## src/rtl/cpu_sequencer_if.sv

```systemverilog
// rtl/cpu_sequencer_if.sv - instruction fetch, ALU operand/result and data memory bus bundle
interface cpu_sequencer_if;
    logic       imem_req;
    logic [7:0] imem_addr;
    logic       imem_ack;
    logic [7:0] imem_data;

    logic [7:0] alu_instr;
    logic [7:0] alu_pc;
    logic [7:0] alu_in0;
    logic [7:0] alu_in1;
    logic [7:0] alu_out;
    logic [7:0] alu_jump;
    logic       alu_overflow;

    logic       dmem_req;
    logic       dmem_we;
    logic [7:0] dmem_addr;
    logic [7:0] dmem_wdata;
    logic       dmem_ack;
    logic [7:0] dmem_rdata;

    modport master (
        output imem_req, imem_addr,
        input  imem_ack, imem_data,
        output alu_instr, alu_pc, alu_in0, alu_in1,
        input  alu_out, alu_jump, alu_overflow,
        output dmem_req, dmem_we, dmem_addr, dmem_wdata,
        input  dmem_ack, dmem_rdata
    );

    modport slave (
        input  imem_req, imem_addr,
        output imem_ack, imem_data,
        input  alu_instr, alu_pc, alu_in0, alu_in1,
        output alu_out, alu_jump, alu_overflow,
        input  dmem_req, dmem_we, dmem_addr, dmem_wdata,
        output dmem_ack, dmem_rdata
    );
endinterface

```

## src/rtl/cpu_sequencer.sv

```systemverilog
// rtl/cpu_sequencer.sv - multi-cycle fetch/decode/execute sequencer with 4-entry register file
module cpu_sequencer #(
    parameter logic [7:0] RESET_PC = 8'h00,
    parameter logic [1:0] LINK_REG = 2'd3
) (
    input  logic                  clk,
    input  logic                  rst_n,
    input  logic                  run,
    cpu_sequencer_if.master       bus,
    output logic                  busy,
    output logic                  ovf_flag
);
    typedef enum logic [2:0] {
        S_IDLE, S_FETCH, S_DECODE, S_EXEC, S_RESULT, S_MEM, S_WB
    } state_t;

    state_t     state, state_nx;
    logic [7:0] pc, ir, res;
    logic       jmp;
    logic       ovf_cap;
    logic [7:0] rf [4];

    logic [3:0] opcode;
    logic [1:0] ra, rb;
    logic       is_mem, is_jump, is_branch, writes_ra;

    assign opcode = ir[7:4];
    assign ra     = ir[3:2];
    assign rb     = ir[1:0];

    assign is_mem    = (opcode == 4'hA) || (opcode == 4'hB);
    assign is_jump   = (opcode == 4'h8) || (opcode == 4'h9);
    assign is_branch = (opcode == 4'hC) || (opcode == 4'hD);
    assign writes_ra = (opcode <= 4'h7) || (opcode == 4'hA) || (opcode == 4'hE) || (opcode == 4'hF);

    // Operands follow IR and the register file; both are frozen from DECODE through RESULT.
    assign bus.alu_in0    = rf[ra];
    assign bus.alu_in1    = rf[rb];
    assign bus.alu_pc     = pc;
    assign bus.imem_addr  = pc;
    assign bus.dmem_addr  = rf[rb];
    assign bus.dmem_wdata = rf[ra];
    assign busy           = (state != S_IDLE);

    // State register.
    always_ff @(posedge clk) begin
        if (!rst_n) state <= S_IDLE;
        else        state <= state_nx;
    end

    // Next-state and per-state strobes; requests are state-exclusive so imem/dmem never overlap.
    always_comb begin
        state_nx      = state;
        bus.imem_req  = 1'b0;
        bus.dmem_req  = 1'b0;
        bus.dmem_we   = 1'b0;
        bus.alu_instr = 8'h00;
        case (state)
            S_IDLE:   if (run) state_nx = S_FETCH;
            S_FETCH: begin
                bus.imem_req = 1'b1;
                if (bus.imem_ack) state_nx = S_DECODE;
            end
            S_DECODE: state_nx = S_EXEC;
            S_EXEC: begin
                bus.alu_instr = ir;
                state_nx      = S_RESULT;
            end
            S_RESULT: state_nx = is_mem ? S_MEM : S_WB;
            S_MEM: begin
                bus.dmem_req = 1'b1;
                bus.dmem_we  = (opcode == 4'hB);
                if (bus.dmem_ack) state_nx = S_WB;
            end
            S_WB:     state_nx = run ? S_FETCH : S_IDLE;
            default:  state_nx = S_IDLE;
        endcase
    end

    // Datapath: IR latch, ALU/load result capture, register write-back, PC update, sticky overflow.
    always_ff @(posedge clk) begin
        if (!rst_n) begin
            pc       <= RESET_PC;
            ir       <= 8'h00;
            res      <= 8'h00;
            jmp      <= 1'b0;
            ovf_cap  <= 1'b0;
            ovf_flag <= 1'b0;
            for (int i = 0; i < 4; i++) rf[i] <= 8'h00;
        end else begin
            case (state)
                S_FETCH: if (bus.imem_ack) ir <= bus.imem_data;
                S_RESULT: begin
                    res     <= bus.alu_out;
                    jmp     <= (bus.alu_jump == 8'hFF);
                    ovf_cap <= bus.alu_overflow;
                end
                S_MEM: if (bus.dmem_ack && opcode == 4'hA) res <= bus.dmem_rdata;
                S_WB: begin
                    if (writes_ra)            rf[ra]       <= res;
                    else if (opcode == 4'h9)  rf[LINK_REG] <= pc + 8'd1;
                    // Jump targets arrive as an offset from the following instruction.
                    if (is_jump && jmp)        pc <= pc + 8'd1 + res;
                    else if (is_branch && jmp) pc <= pc + 8'd2;
                    else                       pc <= pc + 8'd1;
                    if (opcode == 4'h1 && ovf_cap) ovf_flag <= 1'b1;
                end
                default: ;
            endcase
        end
    end
endmodule

```

## src/flat_wrapper.sv

```systemverilog
// flat-port wrapper written by rule: the top's interface ports become plain ports
module cpu_sequencer_flat 
#(
    parameter logic [7:0] RESET_PC = 8'h00,
    parameter logic [1:0] LINK_REG = 2'd3
)
  (clk, rst_n, run, busy, ovf_flag, bus_imem_req, bus_imem_addr, bus_imem_ack, bus_imem_data, bus_alu_instr, bus_alu_pc, bus_alu_in0, bus_alu_in1, bus_alu_out, bus_alu_jump, bus_alu_overflow, bus_dmem_req, bus_dmem_we, bus_dmem_addr, bus_dmem_wdata, bus_dmem_ack, bus_dmem_rdata);
  cpu_sequencer_if bus_i ();
  input  logic clk;
  input  logic rst_n;
  input  logic run;
  output logic busy;
  output logic ovf_flag;
  output wire logic [$bits(bus_i.imem_req)-1:0] bus_imem_req;
  output wire logic [$bits(bus_i.imem_addr)-1:0] bus_imem_addr;
  input wire logic [$bits(bus_i.imem_ack)-1:0] bus_imem_ack;
  input wire logic [$bits(bus_i.imem_data)-1:0] bus_imem_data;
  output wire logic [$bits(bus_i.alu_instr)-1:0] bus_alu_instr;
  output wire logic [$bits(bus_i.alu_pc)-1:0] bus_alu_pc;
  output wire logic [$bits(bus_i.alu_in0)-1:0] bus_alu_in0;
  output wire logic [$bits(bus_i.alu_in1)-1:0] bus_alu_in1;
  input wire logic [$bits(bus_i.alu_out)-1:0] bus_alu_out;
  input wire logic [$bits(bus_i.alu_jump)-1:0] bus_alu_jump;
  input wire logic [$bits(bus_i.alu_overflow)-1:0] bus_alu_overflow;
  output wire logic [$bits(bus_i.dmem_req)-1:0] bus_dmem_req;
  output wire logic [$bits(bus_i.dmem_we)-1:0] bus_dmem_we;
  output wire logic [$bits(bus_i.dmem_addr)-1:0] bus_dmem_addr;
  output wire logic [$bits(bus_i.dmem_wdata)-1:0] bus_dmem_wdata;
  input wire logic [$bits(bus_i.dmem_ack)-1:0] bus_dmem_ack;
  input wire logic [$bits(bus_i.dmem_rdata)-1:0] bus_dmem_rdata;
  assign bus_imem_req = bus_i.imem_req;
  assign bus_imem_addr = bus_i.imem_addr;
  assign bus_i.imem_ack = bus_imem_ack;
  assign bus_i.imem_data = bus_imem_data;
  assign bus_alu_instr = bus_i.alu_instr;
  assign bus_alu_pc = bus_i.alu_pc;
  assign bus_alu_in0 = bus_i.alu_in0;
  assign bus_alu_in1 = bus_i.alu_in1;
  assign bus_i.alu_out = bus_alu_out;
  assign bus_i.alu_jump = bus_alu_jump;
  assign bus_i.alu_overflow = bus_alu_overflow;
  assign bus_dmem_req = bus_i.dmem_req;
  assign bus_dmem_we = bus_i.dmem_we;
  assign bus_dmem_addr = bus_i.dmem_addr;
  assign bus_dmem_wdata = bus_i.dmem_wdata;
  assign bus_i.dmem_ack = bus_dmem_ack;
  assign bus_i.dmem_rdata = bus_dmem_rdata;
  cpu_sequencer #(.RESET_PC(RESET_PC), .LINK_REG(LINK_REG)) u_core (.clk(clk), .rst_n(rst_n), .run(run), .bus(bus_i), .busy(busy), .ovf_flag(ovf_flag));
endmodule
```

## config.mk

```make
export PLATFORM = sky130hd
export DESIGN_NAME = cpu_sequencer_flat
export DESIGN_NICKNAME = d
export VERILOG_FILES = /design/src/rtl/cpu_sequencer_if.sv /design/src/rtl/cpu_sequencer.sv /design/src/flat_wrapper.sv
export SDC_FILE = /design/constraint.sdc
export NUM_CORES = 1
export LEC_CHECK = 0
export CORE_ASPECT_RATIO = 0.75
export CORE_MARGIN = 3
export CORE_UTILIZATION = 45
export DETAILED_ROUTE_END_ITERATION = 8
export PLACE_DENSITY = 0.78
export REMOVE_ABC_BUFFERS = 1
export SLEW_MARGIN = 20
export SYNTH_ARGS = -nofsm -noshare
export SYNTH_HDL_FRONTEND = slang
export SYNTH_SLANG_ARGS = --single-unit
```

## constraint.sdc

```tcl
create_clock -name clk -period 3.7 [get_ports clk]
set_clock_uncertainty 0.2 [all_clocks]
set_input_delay 0.74 -clock clk [delete_from_list [all_inputs] [get_ports clk]]
set_output_delay 0.74 -clock clk [all_outputs]
set_load 0.02 [all_outputs]
```

# Word level (Yosys, flattened, before mapping)
# Memory sizes are Yosys's and may differ from the RTL's. A register that Yosys moved wholly into a read port is not among the register bits.
# Index checks and enable logic that the tools add are counted.
[word_totals] regBits=30 mem_bits_rw=32 in_bits=38 elab_cells=83 n_memories=1
[op_classes] n_addsub=3 n_lt_le_gt_ge=1 n_eq_ne=20 n_mux=32 bitwise=1 n_reduce_logical=18
[mem_list] memory="u_core.rf" words=4 word_bits=8 rd=2 rd_ports_with_merged_regs=2 wr=4 line_no="cpu_sequencer.sv:21" rtl="logic [7:0] rf [4];"
[ops] cell="two-way mux 8 bit" count=6
[ops] cell="== test 4 bit, second input constant" count=8
[ops] cell="one-hot mux 3 bit (7 select lines)" count=1
[ops] cell="one-hot mux 8 bit (2 select lines)" count=1
[ops] cell="two-way mux 1 bit" count=15
[ops] cell="two-way mux 2 bit" count=6
[ops] cell="== test 3 bit, second input constant" count=3
[ops] cell="two-way mux 3 bit" count=3
[ops] cell="adder 8 x 1 -> 8 bit, second input constant" count=1
[ops] cell="adder 8 x 2 -> 8 bit, second input constant" count=1
[ops] cell="adder 8 bit" count=1
[ops] cell="== test 8 bit, second input constant" count=1
[ops] cell="OR reduction 8 bit" count=1
[ops] cell="== test 3 x 2 -> 1 bit, second input constant" count=2
[ops] cell="logical OR 1 bit" count=6
[ops] cell="inequality test 2 bit, second input constant" count=3
[ops] cell="AND reduction 2 bit" count=3
[ops] cell="== test 4 x 1 -> 1 bit, second input constant" count=1
[ops] cell="<= comparator 4 x 3 -> 1 bit, second input constant" count=1
[ops] cell="logical AND 1 bit" count=4
[ops] cell="== test 3 x 1 -> 1 bit, second input constant" count=1
[ops] cell="logical NOT 3 bit" count=1
[ops] cell="AND reduction 3 bit" count=1
[ops] cell="nonzero test 3 bit" count=1
[ops] cell="3 further kinds" count=3

# Longest topological paths before layout
# Gate-level depths: netlist of the first run.
[depth] ltp_word=10 ltp_mapped=10 depth_no_buf=10

# Least setup slack after synthesis of the first run
# Ideal clock, no wire load.
[synth_timing] path_type="flip-flop to flip-flop" startpoint="reg u_core.pc[0] (netlist: u_core.bus.alu_pc[0])" endpoint="reg u_core.pc[7] (netlist: u_core.bus.alu_pc[7])" setup_time_ps=124 arrival_ps=2098 path_slack_ps=1278 stages_incl_launch_ff=11 n_path_buf=0 period_less_slack_ps=2422 path_cell_list="dfxtp_1 ha_1 nand3_1 nor2_1 xor2_1 ha_1 a21oi_1 o21ai_0 a21oi_1 xnor2_1 a21oi_1"
[synth_via] elab_chain_cells=3
[synth_rtl] element="from (decl)" line_no="cpu_sequencer.sv:18" rtl="logic [7:0] pc, ir, res;"
[synth_rtl] element="from (signal assigned)" line_no="cpu_sequencer.sv:103" rtl="if (is_jump && jmp) pc <= pc + 8'd1 + res;"
[synth_rtl] element="from (signal assigned)" line_no="cpu_sequencer.sv:104" rtl="else if (is_branch && jmp) pc <= pc + 8'd2;"
[synth_rtl] element="from (signal assigned)" line_no="cpu_sequencer.sv:105" rtl="else pc <= pc + 8'd1;"
[synth_rtl] element="adder 8 x 1 -> 8 bit or adder 8 x 2 -> 8 bit (tied branches)" line_no="cpu_sequencer.sv:103, cpu_sequencer.sv:105, cpu_sequencer.sv:104"
[synth_rtl] element="adder 8 bit or two-way mux 8 bit (tied branches)" line_no="cpu_sequencer.sv:103, cpu_sequencer.sv:104"
[synth_rtl] element="two-way mux 8 bit *" line_no="cpu_sequencer.sv:103"
# Mark *: on every way between the ends. The rest lies on a longest branch, timed or not.
# A chain may end at the register's enable or synchronous reset.

# Final worst setup path of the first run
[layout_timing] startpoint="reg u_core.state[2]" endpoint="out bus_dmem_req"
[layout_via] elab_chain_cells=2
[layout_rtl] element="from (decl)" line_no="cpu_sequencer.sv:17" rtl="state_t state, state_nx;"
[layout_rtl] element="from (signal assigned)" line_no="cpu_sequencer.sv:48" rtl="else state <= state_nx;"
[layout_rtl] element="== test 3 bit" line_no="cpu_sequencer.sv:58" rtl="case (state)"
[layout_rtl] element="two-way mux 1 bit" line_no="cpu_sequencer.sv:58"
[layout_rtl] element="to (decl)" line_no="flat_wrapper.sv:25" rtl="output wire logic [$bits(bus_i.dmem_req)-1:0] bus_dmem_req;"
# Every way passes these cells.

==> results of run 1 <==
==> kinds of logic after synthesis <==
family                   share of synthesized area [%]
AO/OA/AOI/OAI                                    11.95
XOR/XNOR                                         2.811
adder cells (fa/ha/maj)                          3.706
buffers and inverters                            7.859
flip-flops                                       41.92
multiplexers                                     12.04
AND/OR/NAND/NOR                                  19.71
==> routing by layer <==
layer / track usage, % / wire length, µm / vias to the layer above
met4: 4.258 / 49 / 0
li1: - / - / 1566
met3: 5.583 / 723 / 6
met2: 33.83 / 4735 / 152
met5: 0 / 0 / -
met1: 26.55 / 4218 / 1586
==> final cells by class <==
type,count,area [µm²],share of cell area (%)
multi-input cells,280,1967,38.70
flip-flops and latches,66,1642,32.30
repair buffers,101,1003,19.74
clock buffers,10,250.2,4.924
well taps,105,131.4,2.585
clock inverters,6,70.07,1.379
inverters,5,18.77,0.3693
==> registers in the layout, summed over array words and instances, names as in the netlist, named ones only <==
name	cells
u_core.jmp	1
u_core.state	3
u_core.ovf_flag	1
u_core.ovf_cap	1
u_core.bus.alu_pc	8
u_core.ir	8
u_core.res	8
u_core.rf	32
==> cells in the mapped netlist (all sizes together), types with 4 or more instances <==
cell type	n
a211oi	4
a21o	6
a21oi	24
a22o	4
a311oi	8
and2	9
buf	38
clkbuf	9
dfxtp	34
edfxtp	32
ha	10
mux2i	10
mux4	16
nand2	35
nand3	9
nand3b	5
nand4	5
nor2	68
nor2b	6
nor3	7
o21ai	10
xnor2	4
xor2	6
==> worst max-delay path, stage by stage, from the launching register on <==
cell and delay [ps]:
dfxtp_1 520, nor2b_1 250, nand2_1 290, clkinv_1 290, clkdlybuf4s50_1 650
==> worst max-delay path by stage <==
stage | startpoint | endpoint | slack [ps] | cells past startpoint
final | u_core.state[2]$_SDFFE_PN0P_ | bus_dmem_req | 420 | 4
after global routing | u_core.state[2]$_SDFFE_PN0P_ | bus_dmem_req | 260 | 4
after CTS | u_core.state[2]$_SDFFE_PN0P_ | bus_dmem_req | 420 | 4
after detailed placement | u_core.state[2]$_SDFFE_PN0P_ | bus_dmem_req | 770 | 4
after global placement | u_core.state[2]$_SDFFE_PN0P_ | bus_dmem_we | 860 | 4
after floorplan | u_core.bus.alu_pc[0]$_SDFFE_PN0P_ | u_core.bus.alu_pc[7]$_SDFFE_PN0N_ | 1130 | 10
==> power by group through the flow <==
stage	registers (mW)	clock network, mW	logic [mW]
final	0.846	0.886	0.313
after floorplan	0.848	0	0.165
after global routing	0.852	0.926	0.336
after global placement	0.857	0	0.308
after CTS	0.845	0.897	0.316
after detailed placement	0.860	0	0.314
==> flow_summary.toml, run 1 <==
[critical_path]
reg2reg_depth = 10
r2r_end = "u_core.bus.alu_pc[7]$_SDFFE_PN0N_"
cp.arrival_ps = 2340
r2r_slack_ps = 950
crit_path_max_fanout = 12
start_kind = "register"
required_ps = 2760
critPathKind = "register to output pin"
rr_startpoint = "u_core.bus.alu_pc[0]$_SDFFE_PN0P_"
end_kind = "output pin"

[sta]
min_period_ps = 3276
rsz0062_at_grt = "false"
hold_viol = 0
relSlewSlack_pct = 52.69
setup_ws_ps = 423.6
post-route-period-util_pct = 88.55
worstMarginPinSlew_ps = 709.6
whs_ps = 283.2
clock.fmax_ghz = 0.3052
finalSetupViolCount = 0
drv_slew = 0
fin_setup_tns_ps = 0

[route]
drt_iter0_drc = 248
drt-vias-per-instance = 5.777
drt_wl_total_um = 9727
routedWlPerCell_um = 16.98
ant_nets = 0
drc = 0
firstDrtPassIters = 5
dr_total_vias = 3310

[placement]
port_buffers = 98
place_ws_ps = 772.7
place.gp.congestion = 0.8925
placed_cell_area_um2 = 4762
dp.cells = 557
hpwl_um = 7476

[clocking]
clk_pin_slew_worst_paths_ps = 50
holdBufCountCts = 0
cts_made_buffers = 9
cts_root_buffer = "clkbuf_16"
htreeDepth = 3
cts_tree = "built"
cts_resized = 0
cts_max_path_buffers = 2
post-cts-setup-buffers = 0
clock_latency_ps = 330
cts.sinks = 66

[final_layout]
fillers = 674
finalInstanceArea_um2 = 5082
final_cell_mix = "98 x clkdlybuf4s50_1, 68 x nor2_1, 35 x nand2_1"
nNetsFinal = 512
utilization_pct = 62.26
areaGrowthSynthToFinish_pct = 29.78
n_antenna_cell = 0
drive_gt1_share_pct = 8.761
finalNonFillerCells = 573
final_common_cell = "clkdlybuf4s50_1"

[floorplanning]
die_w_um = 113.7
start_util_pct = 47.98
boundaryPins = 99
die_y_um = 86.79
core_um2 = 8163
dieArea_um2 = 9870
rows = 28

[synth]
synth_area_leaders = "edfxtp_1 25%, dfxtp_1 17%, mux4_2 9.2%"
yosys_most_used_dff = "dfxtp_1"
ys_ff_latch = 66
yosysSeqAreaShare_pct = 41.92
synthCells = 398
ys_types = 54
syn_area_per_cell_um2 = 9.840
synth_async_sr_flop_share_pct = 0
synth_edf_count = 32
synth_top_area_share_pct = 24.54
yosys_warnings = 0
syn_area_um2 = 3916
yosysTopAreaCell = "edfxtp_1"

[power]
p_switching_mw = 0.5134
p_total_mw = 2.045
swShare_pct = 25.11
ir_drop_mv = 0.2060
power_frac_clock_pct = 43.3
seq_power_share_pct = 41.4
power_density_nw_per_um2 = 402.3
leakage_nw = 1.820
p_comb_share_pct = 15.3
p_int_mw = 1.531

[flow_run]
drv_cap = 0

[min_path]
min_path_type = "register to register"
hold_depth = 2
hp-start = "u_core.ovf_cap$_SDFFE_PN0P_"
hold_path_end = "u_core.ovf_cap$_SDFFE_PN0P_"

[global_routing]
grt_pass1_vias = 3119
antenna_found_initial = 0
grt_use_total_pct = 20.24
overflow = 0
grt_pass1_wl_um = 15590
grt_max_degree = 21

[outcome]
status = "completed"
Power figures use the tool's default switching activity.
==> inputs of run 2 (changes only) <==
Settings changed: CAP_MARGIN from default to 20.
==> results of run 2 <==
The final DEF is identical to that of run 1; final timing and power are the same.
==> inputs of run 3 (changes only) <==
Settings changed: HOLD_SLACK_MARGIN from default to 0.06.
Clock period 3.7 ns to 3.86 ns, I/O delays scaled along.
==> flow_summary.toml, run 3 (synthesis gave the netlist of run 1 again) <==
[outcome]
status = "completed"

[placement]
hpwl_um = 7633
port_buffers = 98
place.gp.congestion = 0.8926
place_ws_ps = 919.9

[final_layout]
areaGrowthSynthToFinish_pct = 29.36
fillers = 688
final_common_cell = "clkdlybuf4s50_1"
drive_gt1_share_pct = 8.761
largest_reg_flops = 32
largest-register = "u_core.rf"
nNetsFinal = 512
n_antenna_cell = 0
utilization_pct = 62.06
final_cell_mix = "98 x clkdlybuf4s50_1, 68 x nor2_1, 35 x nand2_1"

[sta]
fin_setup_tns_ps = 0
setup_ws_ps = 565.8
hold_viol = 0
post-route-period-util_pct = 85.34
finalSetupViolCount = 0
drv_slew = 0
clock.fmax_ghz = 0.3036
relSlewSlack_pct = 52.14
worstMarginPinSlew_ps = 717.8
min_period_ps = 3294
rsz0062_at_grt = "false"

[min_path]
min_path_type = "register to register"

[floorplanning]
core_um2 = 8163
dieArea_um2 = 9870
die_y_um = 86.79
start_util_pct = 47.98
boundaryPins = 99
rows = 28
die_w_um = 113.7

[power]
ir_drop_mv = 0.2197
power_density_nw_per_um2 = 381.3
p_total_mw = 1.932
leakage_nw = 1.815

[clocking]
cts_resized = 0
cts.sinks = 66
post-cts-setup-buffers = 0
clk_pin_slew_worst_paths_ps = 50
cts_made_buffers = 9
holdBufCountCts = 0
cts_root_buffer = "clkbuf_16"
cts_max_path_buffers = 2
cts_tree = "built"
clock_latency_ps = 330
htreeDepth = 3

[critical_path]
crit_path_max_fanout = 12
r2r_slack_ps = 1130
critPathKind = "register to output pin"
cp_slowest_cell = "clkdlybuf4s50_1"
start_kind = "register"
max_stage_delay_ps = 650
path_buf_inv = 2
end_kind = "output pin"
path_cells = "nor2b_1, nand2_1, clkinv_1, clkdlybuf4s50_1"
cp.arrival_ps = 2320
required_ps = 2890
cp_top_family = "buffers and inverters"

[route]
firstDrtPassIters = 5
drc = 0
drt_wl_total_um = 10190
drt_iter0_drc = 245
drt-vias-per-instance = 5.846
routedWlPerCell_um = 17.78
ant_nets = 0
dr_total_vias = 3350

[global_routing]
antenna_found_initial = 0
grt_use_total_pct = 21.17
overflow = 0
grt_pass1_vias = 3230
grt_max_degree = 21
grt_pass1_wl_um = 16480

[flow_run]
drv_cap = 0
-- run 3: cell types whose count changed in the layout (fill, tap and decap cells not counted) --
cell        previous run  this run
clkinv_2               0         1
clkinvlp_4             1         0
clkinv_4               2         4
inv_4                  1         0
clkbuf_16             10         9
-- run 3: cell type report --
type	instances	area, µm²	area share [%]
tap	105	131.4	2.593
sequential	66	1642	32.40
timing repair buffer	101	1003	19.81
multi-input combinational	280	1967	38.82
clock inverter	7	78.83	1.556
clock buffer	9	225.2	4.446
inverter	5	18.77	0.3705
-- run 3: per-layer routing --
| layer | vias to the layer above | track usage (%) | part of all wire [%] |
|---|---|---|---|
| li1 | 1560 | - | - |
| met1 | 1593 | 27.50 | 42 |
| met2 | 191 | 35.97 | 49 |
| met3 | 6 | 5.932 | 8.4 |
| met4 | 0 | 3.821 | 0.54 |
| met5 | - | 0 | 0 |
-- run 3: report_power, final --
group	internal [mW]	switching [mW]
logic	0.162	0.140
clock network	0.505	0.312
registers	0.763	0.0495
-- run 3: path summary, 6_finish.rpt --
kind | startpoint | endpoint | cells after the start
worst max-delay path | u_core.state[2]$_SDFFE_PN0P_ | bus_dmem_req | 4
worst min-delay path | u_core.ovf_cap$_SDFFE_PN0P_ | u_core.ovf_cap$_SDFFE_PN0P_ | 2
worst max register to register | u_core.state[1]$_SDFFE_PN0P_ | u_core.rf[0][4]$_SDFFCE_PN0P_ | 5
worst min register to register | u_core.ovf_cap$_SDFFE_PN0P_ | u_core.ovf_cap$_SDFFE_PN0P_ | 2
-- run 3: tightest hold or removal path, cell delays in order (launching register included) --
cell     delay, ps
dfxtp_1        300
o21ai_0         60
a21oi_1         70
-- run 3: stage by stage --
step,hold slack (ps),area (µm²),cells
4_1_cts,285.3,5066,573
5_1_grt,328.9,5066,573
3_3_place_gp,273.7,4762,557
2_1_floorplan,253.9,3627,351
6_report,286.1,5066,573
3_5_place_dp,269.0,4762,557
